==> src/rtl/alu_result_stage_pkg.sv <==
// Shared constants for the ALU result stage: datapath defaults, XZR index, NZCV bit layout.
package alu_result_stage_pkg;

   localparam int WIDTH_DEF = 64;
   localparam int RW_DEF    = 5;
   localparam int CNTW_DEF  = 16;

   // Register 31 reads as zero; writes to it are discarded.
   localparam int XZR_IDX = 31;

   localparam int FLAG_N = 3;
   localparam int FLAG_Z = 2;
   localparam int FLAG_C = 1;
   localparam int FLAG_V = 0;

   function automatic logic [3:0] pack_flags(input logic n, input logic z,
                                             input logic c, input logic v);
      logic [3:0] f;
      f         = 4'b0000;
      f[FLAG_N] = n;
      f[FLAG_Z] = z;
      f[FLAG_C] = c;
      f[FLAG_V] = v;
      return f;
   endfunction

endpackage

==> src/rtl/alu_result_stage_zero_detect.sv <==
// Zero detector: NOR reduction as a 4-level tree of 4-input gates (up to 256 inputs).
// Purely combinational; one instance feeds out_zero, flag Z and the flag bypass.
module zero_detect #(
   parameter int WIDTH = 64
) (
   input  logic [WIDTH-1:0] dat,
   output logic             zero
);

   localparam int LEAVES = 256;

   logic [LEAVES-1:0] pad;
   logic [63:0]       lvl1;
   logic [15:0]       lvl2;
   logic [3:0]        lvl3;

   // Unused upper leaves are tied low so they never mask a set bit.
   assign pad = LEAVES'(dat);

   for (genvar g = 0; g < 64; g++) begin : g_lvl1
      assign lvl1[g] = |pad[4*g +: 4];
   end

   for (genvar g = 0; g < 16; g++) begin : g_lvl2
      assign lvl2[g] = |lvl1[4*g +: 4];
   end

   for (genvar g = 0; g < 4; g++) begin : g_lvl3
      assign lvl3[g] = |lvl2[4*g +: 4];
   end

   assign zero = ~|lvl3;

endmodule

==> src/rtl/alu_result_stage.sv <==
// EX/MEM output register behind the ALU: captures result/destination, keeps NZCV,
// bypasses next-cycle flags to branch logic, and counts bubbles (flush > stall > capture).
module alu_result_stage
   import alu_result_stage_pkg::*;
#(
   parameter int WIDTH = WIDTH_DEF,
   parameter int RW    = RW_DEF,
   parameter int CNTW  = CNTW_DEF
) (
   input  logic             clk,
   input  logic             reset,
   input  logic             in_valid,
   input  logic [WIDTH-1:0] in_result,
   input  logic             in_carry,
   input  logic             in_overflow,
   input  logic             in_set_flags,
   input  logic [RW-1:0]    in_rd,
   input  logic             in_reg_write,
   input  logic             stall,
   input  logic             flush,
   output logic             out_valid,
   output logic [WIDTH-1:0] out_result,
   output logic [RW-1:0]    out_rd,
   output logic             out_reg_write,
   output logic             out_zero,
   output logic [3:0]       flags_q,
   output logic [3:0]       flags_fwd,
   output logic [CNTW-1:0]  bubble_cnt
);

   logic             valid_q,      valid_d;
   logic [WIDTH-1:0] result_q,     result_d;
   logic [RW-1:0]    rd_q,         rd_d;
   logic             reg_write_q,  reg_write_d;
   logic             zero_q,       zero_d;
   logic [3:0]       flags_d;
   logic [CNTW-1:0]  bubble_cnt_q, bubble_cnt_d;

   logic             res_zero;
   logic             capture;
   logic             load_bubble;
   logic             flag_upd;
   logic [3:0]       new_flags;

   zero_detect #(
      .WIDTH (WIDTH)
   ) u_zero_detect (
      .dat  (in_result),
      .zero (res_zero)
   );

   always_comb begin
      capture     = ~flush & ~stall;
      load_bubble = flush | (capture & ~in_valid);
      flag_upd    = capture & in_valid & in_set_flags;
      new_flags   = pack_flags(in_result[WIDTH-1], res_zero, in_carry, in_overflow);

      valid_d     = valid_q;
      result_d    = result_q;
      rd_d        = rd_q;
      reg_write_d = reg_write_q;
      zero_d      = zero_q;

      if (flush) begin
         valid_d     = 1'b0;
         result_d    = '0;
         rd_d        = '0;
         reg_write_d = 1'b0;
         zero_d      = 1'b0;
      end else if (capture) begin
         valid_d     = in_valid;
         result_d    = in_result;
         rd_d        = in_rd;
         reg_write_d = in_valid & in_reg_write & (in_rd != RW'(XZR_IDX));
         zero_d      = res_zero;
      end

      flags_d = flag_upd ? new_flags : flags_q;

      // Saturate rather than wrap so a long debug run never reads as "few bubbles".
      bubble_cnt_d = bubble_cnt_q;
      if (load_bubble && (bubble_cnt_q != {CNTW{1'b1}})) begin
         bubble_cnt_d = bubble_cnt_q + CNTW'(1);
      end
   end

   always_ff @(posedge clk or posedge reset) begin
      if (reset) begin
         valid_q      <= 1'b0;
         result_q     <= '0;
         rd_q         <= '0;
         reg_write_q  <= 1'b0;
         zero_q       <= 1'b0;
         flags_q      <= 4'b0000;
         bubble_cnt_q <= '0;
      end else begin
         valid_q      <= valid_d;
         result_q     <= result_d;
         rd_q         <= rd_d;
         reg_write_q  <= reg_write_d;
         zero_q       <= zero_d;
         flags_q      <= flags_d;
         bubble_cnt_q <= bubble_cnt_d;
      end
   end

   assign out_valid     = valid_q;
   assign out_result    = result_q;
   assign out_rd        = rd_q;
   assign out_reg_write = reg_write_q;
   assign out_zero      = zero_q;
   assign flags_fwd     = flags_d;
   assign bubble_cnt    = bubble_cnt_q;

endmodule

==> config.mk <==
export PLATFORM = sky130hd
export DESIGN_NAME = alu_result_stage
export DESIGN_NICKNAME = d
export VERILOG_FILES = /design/src/rtl/alu_result_stage_pkg.sv /design/src/rtl/alu_result_stage_zero_detect.sv /design/src/rtl/alu_result_stage.sv
export SDC_FILE = /design/constraint.sdc
export NUM_CORES = 1
export LEC_CHECK = 0
export CORE_ASPECT_RATIO = 1.2
export CORE_MARGIN = 2
export CORE_UTILIZATION = 35
export DETAILED_ROUTE_END_ITERATION = 8
export PLACE_DENSITY_LB_ADDON = 0.08
export SLEW_MARGIN = 20
export SYNTH_ARGS = -nofsm -noshare
export SYNTH_HDL_FRONTEND = slang
export SYNTH_SLANG_ARGS = --single-unit
==> constraint.sdc <==
create_clock -name clk -period 8.8 [get_ports clk]
set_input_delay 1.32 -clock clk [delete_from_list [all_inputs] [get_ports clk]]
set_output_delay 1.32 -clock clk [all_outputs]
set_load 0.005 [all_outputs]
# --- Word-level counts from Yosys, hierarchy flattened ---
# Cells that the tools add are included.
totals:
  reg_bits: 92
  in_bits: 78
  out_inout_bits: 96
  word_cells: 35
op_classes:
  addsub: 1
  eq_ne: 2
  muxes: 11
  bitwise_logic: 10
  n_reduce_logical: 4
ops:
  columns: ["op", "n"]
  rows:
  - ["64-bit two-way mux", 2]
  - ["64-bit OR reduction", 1]
  - ["16-bit by 1-bit adder with 16-bit output, second input constant", 1]
  - ["16-bit != test, second input constant", 1]
  - ["5-bit two-way mux", 2]
  - ["1-bit AND", 6]
  - ["1-bit two-way mux", 6]
  - ["5-bit != test, second input constant", 1]
  - ["4-bit two-way mux", 1]
  - ["1-bit NOT", 3]
  - ["2-bit nonzero test", 1]
  - ["1-bit logical AND", 1]
  - ["1-bit zero test", 1]
  - ["1-bit OR", 1]

# --- Logic depth before layout (Yosys ltp) ---
# Gate-level depths: netlist of the first run.
depth:
  ltp_word: 5
  depth_mapped: 5
  mapped_depth_nobuf: 5

# --- By module ---
# Synthesis of the first run repeated with hierarchy kept, for this count alone.
unflattened:
  cells_unflattened: 337
  hier_area_um2: 3973.8
by_module_without_submodules:
  columns: ["module", "n_inst", "cells_per_inst", "area_each_um2"]
  rows:
  - ["alu_result_stage", 1, 316, 3829.9]
  - ["zero_detect", 1, 21, 143.9]

# --- Worst setup path after synthesis of the first run ---
# Ideal clock, no wire load.
synth_timing:
  path_kind: "input to output"
  from: "input port in_result[33]"
  to: "output port flags_fwd[2]"
  t_arrival_ns: 2.211
  required_time_ns: 7.480
  setup_slack_ns: 5.269
  path_stages: 4
  path_buffers: 0
  cell_sequence: "nor4_1 nand4_1 nor4_1 mux2_2"
synth_via:
  elab_chain_cells: 3
synth_lines:
  columns: ["item", "line", "source"]
  rows:
  - ["start, declared", "alu_result_stage.sv:13", "input logic [WIDTH-1:0] in_result,"]
  - ["64-bit OR reduction", "alu_result_stage_zero_detect.sv:29", "assign lvl3[g] = |lvl2[4*g +: 4];"]
  - ["1-bit zero test", "alu_result_stage_zero_detect.sv:32", "assign zero = ~|lvl3;"]
  - ["4-bit two-way mux", "alu_result_stage.sv:78", "flags_d = flag_upd ? new_flags : flags_q;"]
  - ["end, declared", "alu_result_stage.sv:27", "output logic [3:0] flags_fwd,"]
# No other way between the ends.

# --- Final worst setup path of the first run ---
layout_timing:
  from: "input port in_result[23]"
  to: "output port flags_fwd[2]"
# Same word-level chain as after synthesis.

==> results of run 1 <==
## sequential cells by signal, indices dropped and copies added, names as in the netlist
register	flops
out_rd	5
out_zero	1
out_reg_write	1
out_result	64
bubble_cnt	16
out_valid	1
flags_q	4
## critical path, stage by stage
cell             delay, ns
clkdlybuf4s50_1       0.42
nor4_1                0.51
nand4_1               0.23
nor4_1                0.54
mux2_2                0.27
clkdlybuf4s50_1       0.51
## metal layers
layer	vias up	global-route usage, %	part of all wire (%)
met3	9	5.202	7.1
li1	1538	-	-
met4	0	5.659	1.2
met2	123	29.39	49
met5	-	0	0
met1	1563	23.39	42
## kinds of logic (layout without fill, tap and decap cells)
group,after synthesis,in the layout,share of synthesized area (%)
AND/OR/NAND/NOR,125,125,14.62
adder cells (fa/ha/maj),1,1,0.3156
flip-flops,92,92,58.08
XOR/XNOR,11,11,2.430
multiplexers,75,75,19.10
AO/OA/AOI/OAI,18,18,3.378
buffers and inverters,19,192,2.083
## per-stage QoR
step | utilization, % | cells | hold WS, ns | area [um2]
after floorplan | - | 341 | 0.4891 | 3964
after global placement | 52.54 | 631 | 0.4848 | 5798
after detailed placement | 52.54 | 631 | 0.4907 | 5798
after CTS | 55.19 | 646 | 0.5075 | 6091
after global routing | 55.19 | 646 | 0.5263 | 6091
final | 55.19 | 646 | 0.4995 | 6091
## worst max path at each step
| stage | endpoint | slack, ns | depth (start not counted) |
|---|---|---|---|
| 2_1_floorplan | bubble_cnt[0] | 5.09 | 1 |
| 3_3_place_gp | flags_fwd[2] | 3.53 | 6 |
| 3_5_place_dp | flags_fwd[2] | 3.55 | 6 |
| 4_1_cts | flags_fwd[2] | 3.55 | 6 |
| 5_1_grt | flags_fwd[2] | 3.50 | 6 |
| 6_report | flags_fwd[2] | 3.67 | 6 |
## synthesized netlist by cell type (all sizes together)
library cell,instances
nand3,7
nand2,5
nor4,18
and3,6
a41oi,1
a311oi,1
nor3,4
a21oi,3
o2bb2ai,1
dfrtp,92
a31oi,2
clkbuf,8
nor2b,1
o21ai,1
xor2,7
mux2i,70
o21a,1
o2111ai,1
a32oi,1
nand4,5
xnor2,4
or3,1
o21ba,1
inv,1
buf,10
and4,1
mux2,5
nor2,76
ha,1
o21bai,1
nor3b,1
o211ai,3
o311a,1
## power by group through the flow
stage | registers (W) | clock network [W] | logic, W
2_1_floorplan | 0.000504 | 0 | 0.0000845
4_1_cts | 0.000499 | 0.000393 | 0.000232
6_report | 0.000500 | 0.000380 | 0.000229
3_5_place_dp | 0.000506 | 0 | 0.000231
5_1_grt | 0.000505 | 0.000411 | 0.000250
3_3_place_gp | 0.000505 | 0 | 0.000229
## layout make-up
class | count | area [um2]
clock inverters | 4 | 50.05
repair buffers | 176 | 1747
fillers | 974 | 4945
clock buffers | 11 | 242.7
multi-input cells | 230 | 1579
inverters | 1 | 5.005
well taps | 132 | 165.2
flip-flops and latches | 92 | 2302
==> out/results.ini, run 1 <==
[timing]
finalSetupTns_ns = 0
worst_pin_slew_ns = 0.8207
maxSlewHeadroom_pct = 45.28
timing_hold_violations_final = 0
timing.final.ws_setup_ns = 3.671
clock.fmax_mhz = 195.0
setup_viol = 0
fin_skew_ns = 0.003206
min_period_ns = 5.129
post-route-period-util_pct = 58.28
slew_violations = 0
rsz0062_at_grt = no

[cts]
clk_latency_ns = 0.33
cts.sinks = 92
cts_tree = done
clkTransAtPathRegs_ns = 0.06
cts_resized = 0
cts_setup_buffers = 0
cts_buffer_depth = 2
hold_buffers = 0
cts_buffers = 9
htree_levels = 3
root_buffer = clkbuf_16

[logic_synthesis]
syn_area_per_cell_um2 = 11.62
synthDistinctLibCells = 36
ys_ff_latch = 92
synth_fp_nets = 420
synth_top_area_cell = dfrtp_1
ys_seq_area_share_pct = 58.08
yosysWarnings = 0
synth_area_leaders = dfrtp_1 58%, mux2i_1 18%, nor2_1 7.2%
netlist_instances = 341
synth_top_area_share_pct = 58.08
netlist_area_um2 = 3964

[routing]
firstDrtPassIters = 4
finalWirelength_um = 10870
vias = 3233
drc = 0
drtIter0Drc = 102
ant_nets = 0
vias_per_cell = 5.005
routedWlPerCell_um = 16.82

[critical_path]
cp-start-kind = primary input
r2r_cells = 4
critical_path_class = primary input to output pin
cp-end-kind = output pin
cp.required_ns = 7.48
rrSetupSlack_ns = 6.94
r2r-start = bubble_cnt[0]
worstReg2RegEnd = bubble_cnt[1]
cp.arrival_ns = 3.81
crit_path_start = in_result[23]
crit_path_max_fanout = 2

[cells_and_area]
synthToLayoutAreaGrowth_pct = 53.66
layout_common_cells = 171 x clkdlybuf4s50_1, 92 x dfrtp_1, 76 x nor2_1, 70 x mux2i_1, 18 x nor4_1
drive_gt1_share_pct = 5.447
antenna_cells = 0
nets = 589
final_common_cell = clkdlybuf4s50_1

[power]
p_total_w = 0.001109
pwr-share-seq_pct = 45.1
switching_share_pct = 25.22
internal_power_w = 0.0008290
switching_power_w = 0.0002796
power_frac_clock_pct = 34.2
p_comb_share_pct = 20.7
ir_worst_vdd_v = 0.0001465
p_leak_nw = 2.741
pwr_density_cell_nw_per_um2 = 182.0

[placement]
dp_hpwl_um = 7788
port_buffers = 173
gp_congestion = 0.8407
pre_cts_ws_ns = 3.547

[global_route]
grt_max_degree = 76
track_usage_pct = 18.14
grt_pass1_vias = 3311
antenna_found_initial = 0
grt_pass1_wl_um = 17310
grt-ovfl-total = 0

[floorplanning]
start_util_pct = 35.92
coreArea_um2 = 11040
die_h_um = 120.6
rows = 42
die_width_um = 101.1
ios = 174
die-area_um2 = 12200

[worst_hold_path]
worstHoldPathCells = 1
hold_class = flop to flop
hold_start = bubble_cnt[15]
hold_path_end = bubble_cnt[15]

[run_status]
outcome = finished clean

[flow_run]
cap_violations = 0

(Power assumes the default switching activity.)
==> run 2: changes to the inputs <==
==> constraint.sdc (replaced) <==
create_clock -name clk -period 4.9 [get_ports clk]
set_input_delay 0.735 -clock clk [delete_from_list [all_inputs] [get_ports clk]]
set_output_delay 0.735 -clock clk [all_outputs]
set_load 0.005 [all_outputs]
==> out/results.ini, run 2 (same netlist as run 1, synthesis figures left out) <==
[floorplanning]
coreArea_um2 = 11040
die_width_um = 101.1
die-area_um2 = 12200
rows = 42
start_util_pct = 35.92
die_h_um = 120.6
ios = 174

[cts]
cts_resized = 0
cts_setup_buffers = 0
cts_buffer_depth = 2
hold_buffers = 0
cts_tree = done
cts.sinks = 92
clk_latency_ns = 0.33
htree_levels = 3
clkTransAtPathRegs_ns = 0.06
cts_buffers = 9
root_buffer = clkbuf_16

[timing]
setup_viol = 0
finalSetupTns_ns = 0
worst_pin_slew_ns = 0.8897
maxSlewHeadroom_pct = 40.62
clock.fmax_mhz = 248.9
min_period_ns = 4.018
rsz0062_at_grt = no
fin_skew_ns = 0.001990
whs_ns = 0.5021
post-route-period-util_pct = 82.01
slew_violations = 0
timing_hold_violations_final = 0

[cells_and_area]
final_common_cell = clkdlybuf4s50_1
largest_register_ffs = 64
multi_input_area_um2 = 1579
antenna_cells = 0
drive_gt1_share_pct = 5.437
synthToLayoutAreaGrowth_pct = 53.12
final-seq-area_um2 = 2302
nets = 589
layout_common_cells = 171 x clkdlybuf4s50_1, 92 x dfrtp_1, 76 x nor2_1, 70 x mux2i_1, 18 x nor4_1
nFillCells = 996
fin_cells = 647
fin_area_um2 = 6070

[routing]
routedWlPerCell_um = 16.57
vias_per_cell = 4.972
drc = 0
firstDrtPassIters = 4
vias = 3217
drtIter0Drc = 116
ant_nets = 0
finalWirelength_um = 10720

[power]
pwr_density_cell_nw_per_um2 = 320.0
p_leak_nw = 2.732
ir_worst_vdd_v = 0.0002649

[global_route]
grt_pass1_vias = 3223
track_usage_pct = 17.56
grt-ovfl-total = 0
antenna_found_initial = 0
grt_max_degree = 75
grt_pass1_wl_um = 16600

[critical_path]
rrSetupSlack_ns = 3.08
r2r_cells = 4
crit_buf_inv = 2
path_cells = clkdlybuf4s50_1 -> nor4_1 -> nand4_1 -> nor4_1 -> mux2_2 -> clkdlybuf4s50_1
cp-end-kind = output pin
crit_family = simple AND/OR/NAND/NOR gates
cp.required_ns = 4.16
slowest_delay_ns = 0.61
worstReg2RegEnd = bubble_cnt[1]
r2r-start = bubble_cnt[0]
cp.arrival_ns = 3.28
crit_path_max_fanout = 2
critical_path_class = primary input to output pin
cp-start-kind = primary input
slowest_stage = nor4_1
crit_path_start = in_result[23]

[placement]
gp_congestion = 0.8552
dp_hpwl_um = 7769
numPlacedInstances = 631
port_buffers = 173
placed_area_um2 = 5798

[run_status]
outcome = finished clean

[worst_hold_path]
hold_class = flop to flop
hold_path_end = bubble_cnt[15]
hold_start = bubble_cnt[15]
worstHoldPathCells = 1

[flow_run]
cap_violations = 0

==> run 2: cell types whose count changed in the layout (fill, tap and decap cells not counted), sizes merged <==
cell,before,now
clkinv,2,3
bufinv,1,0
clkbuf,11,12
==> run 2: worst reg2reg max path, cell delays in order, from the launching register on <==
cell,delay [ns]
dfrtp_1,0.42
ha_1,0.26
and4_1,0.27
a31oi_1,0.37
mux2_2,0.39
==> run 2: layout make-up <==
class                           instances  share of cell area (%)
Inverter                                1                 0.08246
Clock buffer                           12                   4.061
Timing Repair Buffer                  176                   28.78
Multi-Input combinational cell        230                   26.02
Sequential cell                        92                   37.93
Clock inverter                          4                  0.4123
Tap cell                              132                   2.721
==> run 2: metal layers <==
layer / track usage [%] / up-vias / wire length, um
met5: 0 / - / 0
met4: 6.926 / 0 / 192
met3: 4.220 / 13 / 737
met2: 29.93 / 113 / 5356
met1: 21.21 / 1542 / 4436
li1: - / 1549 / -
==> run 2: how the worst max path moves through the flow <==
stage / slack, ns / cells past startpoint / to
final: 0.88 / 6 / flags_fwd[2]
after global routing: 0.67 / 6 / flags_fwd[2]
after CTS: 0.79 / 6 / flags_fwd[2]
after detailed placement: 0.79 / 6 / flags_fwd[2]
after global placement: 0.78 / 6 / flags_fwd[2]
after floorplan: 1.77 / 1 / bubble_cnt[0]
==> run 2: through the flow <==
step	utilization [%]	total power, W	setup WS [ns]
after global placement	52.54	0.001318	0.7835
final	55.00	0.001942	0.8817
after CTS	55.00	0.001974	0.7938
after floorplan	-	0.001057	1.773
after detailed placement	52.54	0.001325	0.7902
after global routing	55.00	0.002044	0.6673
==> run 2: power by group <==
group	leakage, nW	internal (W)	switching [W]
Clock	0.129	0.000356	0.000276
Combinational	1.39	0.000254	0.000160
Sequential	1.21	0.000830	0.0000662
Total	2.73	0.00144	0.000502
==> run 3: changes to the inputs <==
==> constraint.sdc (replaced) <==
create_clock -name clk -period 3.32 [get_ports clk]
set_input_delay 0.498 -clock clk [delete_from_list [all_inputs] [get_ports clk]]
set_output_delay 0.498 -clock clk [all_outputs]
set_load 0.005 [all_outputs]
==> out/results.ini, run 3 (same netlist as run 1, synthesis figures left out) <==
[run_status]
outcome = finished clean

[critical_path]
crit_path_start = in_result[14]
crit_path_max_fanout = 2
critical_path_class = primary input to output pin
rrSetupSlack_ns = 1.62
cp-end-kind = output pin
cp.arrival_ns = 2.70
cp.required_ns = 2.82
r2r-start = bubble_cnt[8]
cp-start-kind = primary input
r2r_cells = 4
worstReg2RegEnd = bubble_cnt[2]

[floorplanning]
ios = 174
die-area_um2 = 12200
coreArea_um2 = 11040
start_util_pct = 35.92
die_h_um = 120.6
rows = 42
die_width_um = 101.1

[timing]
worst_pin_slew_ns = 0.8510
clock.fmax_mhz = 312.6
slew_violations = 0
fin_skew_ns = 0.001667
setup_viol = 0
min_period_ns = 3.199
maxSlewHeadroom_pct = 43.27
finalSetupTns_ns = 0
timing_hold_violations_final = 0
rsz0062_at_grt = no
post-route-period-util_pct = 96.36

[flow_run]
cap_violations = 0

[global_route]
track_usage_pct = 18.38
grt_pass1_wl_um = 17380
grt_pass1_vias = 3289
antenna_found_initial = 0
grt_max_degree = 75
grt-ovfl-total = 0

[worst_hold_path]
hold_start = flush
hold_path_end = out_zero
hold_class = primary input to flop
worstHoldPathCells = 3

[placement]
dp_hpwl_um = 7907
port_buffers = 173
gp_congestion = 0.8969
numPlacedInstances = 635
placed_area_um2 = 5841

[routing]
finalWirelength_um = 10910
routedWlPerCell_um = 16.76
drc = 0
vias = 3237
firstDrtPassIters = 4
drtIter0Drc = 80
vias_per_cell = 4.972
ant_nets = 0

[power]
p_total_w = 0.002904
p_leak_nw = 2.769
pwr_density_cell_nw_per_um2 = 472.9
ir_worst_vdd_v = 0.0003200

[cts]
cts_tree = done
hold_buffers = 0
cts_buffers = 9
htree_levels = 3
cts.sinks = 92
root_buffer = clkbuf_16
cts_buffer_depth = 2
clkTransAtPathRegs_ns = 0.06
cts_setup_buffers = 0
clk_latency_ns = 0.33

[cells_and_area]
synthToLayoutAreaGrowth_pct = 54.96
fin_cells = 651
layout_common_cells = 171 x clkdlybuf4s50_1, 92 x dfrtp_1, 76 x nor2_1, 70 x mux2i_1, 15 x nor4_1
final_common_cell = clkdlybuf4s50_1
nets = 593
largest_register_ffs = 64
fin_area_um2 = 6142
antenna_cells = 0
drive_gt1_share_pct = 6.551

run 3: cell count changes in the layout (fill, tap and decap cells not counted):
cell and change:
buf_12 +1, clkbuf_1 +1, nor4_2 +3, clkinvlp_4 -2, nor4_1 -3, buf_4 +3, clkinv_2 -1, clkbuf_8 +2
run 3: per-stage QoR:
stage	util [%]	hold slack (ns)	setup WS (ns)
floorplan	-	0.4891	0.4300
global placement	52.93	0.4857	0.07656
detailed placement	52.93	0.5047	0.07632
CTS	55.49	0.4598	0.05901
global route	55.66	0.4590	0.01847
finish	55.66	0.4669	0.1208
run 3: worst max path at each step:
stage,slack (ns),to
global route,0.02,flags_fwd[2]
global placement,0.08,flags_fwd[2]
floorplan,0.43,bubble_cnt[0]
finish,0.12,flags_fwd[2]
detailed placement,0.08,flags_fwd[2]
CTS,0.06,flags_fwd[2]
run 3: power by group:
part / switching (W) / internal, W / leakage (nW)
Combinational: 0.000235 / 0.000378 / 1.42
Sequential: 0.0000973 / 0.00123 / 1.21
Clock: 0.000400 / 0.000569 / 0.140
run 3: critical path, cell delays in order:
cell	delay (ns)
clkdlybuf4s50_1	0.44
nor4_1	0.37
nand4_1	0.24
nor4_2	0.33
buf_4	0.17
mux2_2	0.15
clkdlybuf4s50_1	0.49
run 3: area by class of cell:
cell class | instances | area, um2
clock buffer | 15 | 277.8
clock inverter | 1 | 5.005
fill | 997 | 4893
inverter | 1 | 5.005
multi-input combinational | 230 | 1598
sequential | 92 | 2302
tap | 132 | 165.2
timing repair buffer | 180 | 1789
run 3: layer usage:
metal,GRT usage (%),routed length [um]
met3,6.590,893
met5,0,0
met4,6.250,157
met1,23.16,4416
met2,29.18,5440
run 3: what timing repair did:
item	4_1_cts	5_1_grt
endpoints found under the hold margin	0	0
endpoints found under the setup margin	0	1
gates resized for setup	0	3
